<file path="src/rtl/ram_access_arbiter_pkg.sv">
// Shared widths, RAM depth and requester identifiers for the RAM access arbiter.
package ram_arb_pkg;
    localparam int ADDR_W    = 4;
    localparam int DATA_W    = 4;
    localparam int RAM_DEPTH = 16;

    typedef enum logic {HOST = 1'b0, SCAN = 1'b1} req_id_t;

    typedef logic [ADDR_W-1:0] addr_t;
    typedef logic [DATA_W-1:0] data_t;
endpackage

</file>
<file path="src/rtl/ram_access_arbiter_if.sv">
// Host, scanner and single-port RAM signals of the arbiter; slave = arbiter side.
interface ram_access_arbiter_if;
    import ram_arb_pkg::*;

    logic  host_req;
    logic  host_we;
    addr_t host_addr;
    data_t host_wdata;
    logic  host_gnt;
    data_t host_rdata;
    logic  host_rvalid;
    logic  scan_en;
    data_t scan_data;
    addr_t scan_addr;
    logic  scan_valid;
    logic  frame_done;
    addr_t mem_addr;
    logic  mem_we;
    data_t mem_wdata;
    data_t mem_rdata;

    modport slave (
        input  host_req, host_we, host_addr, host_wdata, scan_en, mem_rdata,
        output host_gnt, host_rdata, host_rvalid, scan_data, scan_addr,
               scan_valid, frame_done, mem_addr, mem_we, mem_wdata
    );

    modport master (
        output host_req, host_we, host_addr, host_wdata, scan_en, mem_rdata,
        input  host_gnt, host_rdata, host_rvalid, scan_data, scan_addr,
               scan_valid, frame_done, mem_addr, mem_we, mem_wdata
    );
endinterface

</file>
<file path="src/rtl/ram_access_arbiter_scan_addr_counter.sv">
// Scanner address counter: advances on each scanner grant, wraps at the last RAM word.
module scan_addr_counter
    import ram_arb_pkg::*;
(
    input  logic  clk,
    input  logic  rst,
    input  logic  en,
    output addr_t cnt,
    output logic  last
);
    assign last = (cnt == addr_t'(RAM_DEPTH - 1));

    always_ff @(posedge clk or posedge rst) begin
        if (rst)
            cnt <= '0;
        else if (en)
            cnt <= last ? '0 : cnt + addr_t'(1);
    end
endmodule

</file>
<file path="src/rtl/ram_access_arbiter.sv">
// Host/scanner arbiter for a single-port RAM; round-robin ties by default,
// host-always-wins when ARB_FIXED_PRIO_EN is defined.
module ram_access_arbiter
    import ram_arb_pkg::*;
(
    input  logic                 clk,
    input  logic                 rst,
    ram_access_arbiter_if.slave  bus
);
    req_id_t last_grant;
    addr_t   mem_addr_hold;
    addr_t   scan_cnt;
    logic    scan_last;
    logic    host_win;
    logic    scan_win;

    // Grants are suppressed while rst is high so no write can slip through.
    always_comb begin
        host_win = 1'b0;
        scan_win = 1'b0;
        if (!rst) begin
`ifdef ARB_FIXED_PRIO_EN
            host_win = bus.host_req;
`else
            host_win = bus.host_req && (!bus.scan_en || last_grant == SCAN);
`endif
            scan_win = bus.scan_en && !host_win;
        end
    end

    assign bus.host_gnt  = host_win;
    assign bus.mem_we    = host_win && bus.host_we;
    assign bus.mem_wdata = bus.host_wdata;
    assign bus.mem_addr  = host_win ? bus.host_addr :
                           scan_win ? scan_cnt      : mem_addr_hold;

    scan_addr_counter u_scan_cnt (
        .clk  (clk),
        .rst  (rst),
        .en   (scan_win),
        .cnt  (scan_cnt),
        .last (scan_last)
    );

    // Read results land one cycle after the grant cycle.
    always_ff @(posedge clk or posedge rst) begin
        if (rst) begin
            last_grant      <= SCAN;
            mem_addr_hold   <= '0;
            bus.host_rvalid <= 1'b0;
            bus.host_rdata  <= '0;
            bus.scan_valid  <= 1'b0;
            bus.scan_data   <= '0;
            bus.scan_addr   <= '0;
            bus.frame_done  <= 1'b0;
        end else begin
            bus.host_rvalid <= host_win && !bus.host_we;
            bus.scan_valid  <= scan_win;
            bus.frame_done  <= scan_win && scan_last;
            if (host_win && !bus.host_we)
                bus.host_rdata <= bus.mem_rdata;
            if (scan_win) begin
                bus.scan_data <= bus.mem_rdata;
                bus.scan_addr <= scan_cnt;
            end
            if (host_win || scan_win) begin
                last_grant    <= host_win ? HOST : SCAN;
                mem_addr_hold <= bus.mem_addr;
            end
        end
    end
endmodule

</file>
<file path="src/flat_wrapper.sv">
// flat-port wrapper written by rule: the top's interface ports become plain ports
module ram_access_arbiter_flat import ram_arb_pkg::*;
  (clk, rst, bus_host_req, bus_host_we, bus_host_addr, bus_host_wdata, bus_scan_en, bus_mem_rdata, bus_host_gnt, bus_host_rdata, bus_host_rvalid, bus_scan_data, bus_scan_addr, bus_scan_valid, bus_frame_done, bus_mem_addr, bus_mem_we, bus_mem_wdata);
  ram_access_arbiter_if bus_i ();
  input  logic clk;
  input  logic rst;
  input wire logic [$bits(bus_i.host_req)-1:0] bus_host_req;
  input wire logic [$bits(bus_i.host_we)-1:0] bus_host_we;
  input wire logic [$bits(bus_i.host_addr)-1:0] bus_host_addr;
  input wire logic [$bits(bus_i.host_wdata)-1:0] bus_host_wdata;
  input wire logic [$bits(bus_i.scan_en)-1:0] bus_scan_en;
  input wire logic [$bits(bus_i.mem_rdata)-1:0] bus_mem_rdata;
  output wire logic [$bits(bus_i.host_gnt)-1:0] bus_host_gnt;
  output wire logic [$bits(bus_i.host_rdata)-1:0] bus_host_rdata;
  output wire logic [$bits(bus_i.host_rvalid)-1:0] bus_host_rvalid;
  output wire logic [$bits(bus_i.scan_data)-1:0] bus_scan_data;
  output wire logic [$bits(bus_i.scan_addr)-1:0] bus_scan_addr;
  output wire logic [$bits(bus_i.scan_valid)-1:0] bus_scan_valid;
  output wire logic [$bits(bus_i.frame_done)-1:0] bus_frame_done;
  output wire logic [$bits(bus_i.mem_addr)-1:0] bus_mem_addr;
  output wire logic [$bits(bus_i.mem_we)-1:0] bus_mem_we;
  output wire logic [$bits(bus_i.mem_wdata)-1:0] bus_mem_wdata;
  assign bus_i.host_req = bus_host_req;
  assign bus_i.host_we = bus_host_we;
  assign bus_i.host_addr = bus_host_addr;
  assign bus_i.host_wdata = bus_host_wdata;
  assign bus_i.scan_en = bus_scan_en;
  assign bus_i.mem_rdata = bus_mem_rdata;
  assign bus_host_gnt = bus_i.host_gnt;
  assign bus_host_rdata = bus_i.host_rdata;
  assign bus_host_rvalid = bus_i.host_rvalid;
  assign bus_scan_data = bus_i.scan_data;
  assign bus_scan_addr = bus_i.scan_addr;
  assign bus_scan_valid = bus_i.scan_valid;
  assign bus_frame_done = bus_i.frame_done;
  assign bus_mem_addr = bus_i.mem_addr;
  assign bus_mem_we = bus_i.mem_we;
  assign bus_mem_wdata = bus_i.mem_wdata;
  ram_access_arbiter u_core (.clk(clk), .rst(rst), .bus(bus_i));
endmodule
</file>
<file path="config.mk">
export PLATFORM = sky130hd
export DESIGN_NAME = ram_access_arbiter_flat
export DESIGN_NICKNAME = d
export VERILOG_FILES = /design/src/rtl/ram_access_arbiter_pkg.sv /design/src/rtl/ram_access_arbiter_if.sv /design/src/rtl/ram_access_arbiter_scan_addr_counter.sv /design/src/rtl/ram_access_arbiter.sv /design/src/flat_wrapper.sv
export SDC_FILE = /design/constraint.sdc
export NUM_CORES = 1
export LEC_CHECK = 0
export BUFFER_PORTS_ARGS = -buffer_cell sky130_fd_sc_hd__buf_2
export CAP_MARGIN = 15
export CORE_MARGIN = 1.5
export CORE_UTILIZATION = 45
export DETAILED_ROUTE_END_ITERATION = 6
export HOLD_SLACK_MARGIN = 0.08
export PLACE_DENSITY = 0.85
export SLEW_MARGIN = 30
export SYNTH_ARGS = -nofsm -noshare
export SYNTH_HDL_FRONTEND = slang
export SYNTH_SLANG_ARGS = --single-unit
</file>
<file path="constraint.sdc">
create_clock -name clk -period 2.4 [get_ports clk]
set_input_delay 0.48 -clock clk [delete_from_list [all_inputs] [get_ports clk]]
set_output_delay 0.48 -clock clk [all_outputs]
set_load 0.005 [all_outputs]
</file>
==> summary.txt <==
Worst setup path
  • Kind of critical path: flip-flop to primary output
  • Crit start category: flip-flop
  • Worst Path Max Fanout: 10
  • CP required: 1920 ps
  • CP arrival: 1660 ps
  • Reg-to-reg startpoint: u_core.last_grant
  • Worst Reg-to-Reg Cells: 3
  • End of the worst register-to-register path: u_core.bus.host_rdata[3]
  • Crit. Startpoint: u_core.last_grant
  • CP Capture Type: primary output
  • FF-to-FF setup slack: 870 ps

Clock network
  • CTS Buf Count: 3
  • Latest clock arrival within the worst-skew pair: around 310 ps
  • Worst-path clk slew: between 100 and 150 ps
  • TritonCTS clock tree: done
  • Clk buf depth: 2
  • H-tree Lvls: 1
  • Hold buffer count at cts: 0
  • CTS resizes: 0
  • Sink Count: 24
  • Post-CTS Setup Inserts: 0
  • Clock root buffer: clkbuf_4

Yosys
  • Post-synthesis cell count: between 80 and 90
  • Asr flop ratio synth: 1.000
  • Post-synth EDFFs: 0
  • Synth warn: 0
  • Sequential share of the synthesized area: 0.5466
  • Post-Syn Area: between 1000 and 1500 um^2
  • Mean post-synth cell area: 13.59 um^2
  • Mapped Nets: 99
  • Flops & latches, synth: 24
  • Top FF cell, synth: dfrtp_1
  • Yosys cell types: 28

Layout
  • Fin util: 0.5705
  • P&R area growth vs syn: 16.82%
  • Ant diodes: 0
  • Final cell count without fillers: 141
  • Share of layout cells above drive strength 1: 0.5044
  • Layout Nets: ~130
  • Final instance area: 1286 um^2

Timing
  • Slew HR: 0.7282
  • Skew final: roughly 2.8 ps
  • Tcrit/Tclk final: 0.8913
  • Final slew viol count: 0
  • Hold Vio Cnt, Final: 0
  • Endpoints failing setup: 0
  • Setup TNS: 0 ps
  • Slew @ Worst Pin: about 410 ps
  • RSZ-0062 raised after global routing: no
  • Hold Slack: 221.6 ps
  • FMAX: around 0.47 GHz
  • Setup ws final: 260.9 ps
  • Fin crit period: 2139 ps

Die
  • Die height: between 50 and 60 um
  • Core Area: 2255 um^2
  • Num rows: 17
  • Die area: 2753 um^2
  • # IOs: 42
  • Initial core utilization: 0.4883
  • Die W: 52.47 um

Global route
  • Initial antenna violation count: 0
  • Tot GR Track Use: 0.1681
  • GR Overflow Total: 0
  • First-pass GRT wire length: 3284 um
  • Largest net degree at the start of global routing: 25
  • Vias in the first global route: 720

Power and ir drop
  • Pwr Total: roughly 1.1 mW
  • Leak: between 0.6 and 0.7 nW
  • Pwr/cell area: 864.9 nW/um^2
  • Maximum VDD drop: ~0.54 mV

Flow run
  • Max_cap viols: 0

Placed design
  • GP Congestion: around 0.7
  • Place WS: around 440 ps
  • Buffers on Ports: 33
  • Final HPWL DP: around 1500 um
  • Placed Cells: 137
  • Placed inst area: 1260 um^2

Status
  • Outcome: finished clean

Detailed routing
  • DR iter-0 viols: 11
  • Number of routed nets with antenna violations: 0
  • Routed length per instance: 14.21 um
  • 1st-pass router iterations: 4
  • DRT Wirelength: 2003 um
  • Via count: 757
  • Via density per instance: 5.369
  • # DRC: 0

Worst hold path
  • Hold Crit Class: input port to async pin
state kept, by name, indices dropped and copies added (netlist names):
register                count
u_core.bus.host_rdata       4
u_core.u_scan_cnt.cnt       4
u_core.last_grant           1
u_core.bus.scan_addr        4
u_core.bus.scan_data        4
u_core.bus.host_rvalid      1
u_core.bus.frame_done       1
u_core.mem_addr_hold        4
u_core.bus.scan_valid       1
cell usage after synthesis, drive strengths merged, types with 2 or more instances:
master	instances	area share
and2	5	0.028
nand2	4	0.031
buf	5	0.041
dfrtp	23	0.52
mux2	13	0.13
a221o	8	0.073
nor2	2	0.0068
inv	3	0.015
nand3	3	0.014
a21oi	2	0.012
per-layer routing:
metal	vias up	track usage	share of wire
met5	-	0	0
met4	0	0.1068	0.015
met3	4	0.02571	0.071
met2	27	0.2500	0.45
met1	372	0.2276	0.46
li1	354	-	-
worst max-delay path, cell delays in order (launching register included):
cell     delay, ps
dfstp_2        570
inv_1           80
a21oi_2        370
a221o_1        220
buf_2          100
layout by cell type (no fill, tap or decap), types with 2 or more instances in the layout:
master and count:
a221o_1 8, inv_1 2, and2_1 5, nand3_1 3, nor2_1 2, dfrtp_1 23, buf_2 33, mux2_2 13
clkbuf_4 3, nand2_1 2
worst max-delay path by stage:
stage,endpoint,slack (ps),cells after the start
floorplan,bus_mem_addr[0],700,5
global placement,bus_mem_addr[1],490,5
detailed placement,bus_mem_addr[0],440,5
CTS,bus_mem_addr[0],260,4
global route,bus_mem_addr[0],160,4
finish,bus_mem_addr[0],260,4
cell type report:
class	count	area [um^2]
Timing Repair Buffer	34	172.7
Sequential cell	24	601.8
Multi-Input combinational cell	48	434.2
Clock buffer	4	26.28
Tap cell	28	35.03
Fill cell	223	968.4
Inverter	3	16.27
report_power, final:
group | internal [mW] | switching [mW] | leakage [nW] | total [mW]
Sequential | 0.519 | 0.0880 | 0.292 | 0.607
Combinational | 0.191 | 0.135 | 0.310 | 0.326
Clock | 0.0650 | 0.114 | 0.0150 | 0.179
kinds of logic (layout without fill, tap and decap cells):
family | Yosys count | after routing | share of synthesized area
simple gates | 18 | 18 | 0.1091
buf+inv | 9 | 41 | 0.05909
flops | 24 | 24 | 0.5466
compound gates | 14 | 14 | 0.1239
fa+ha+maj | 1 | 1 | 0.01136
mux | 14 | 14 | 0.1420
xor+xnor | 1 | 1 | 0.007956
No activity file was read; power rests on OpenSTA's default activity.
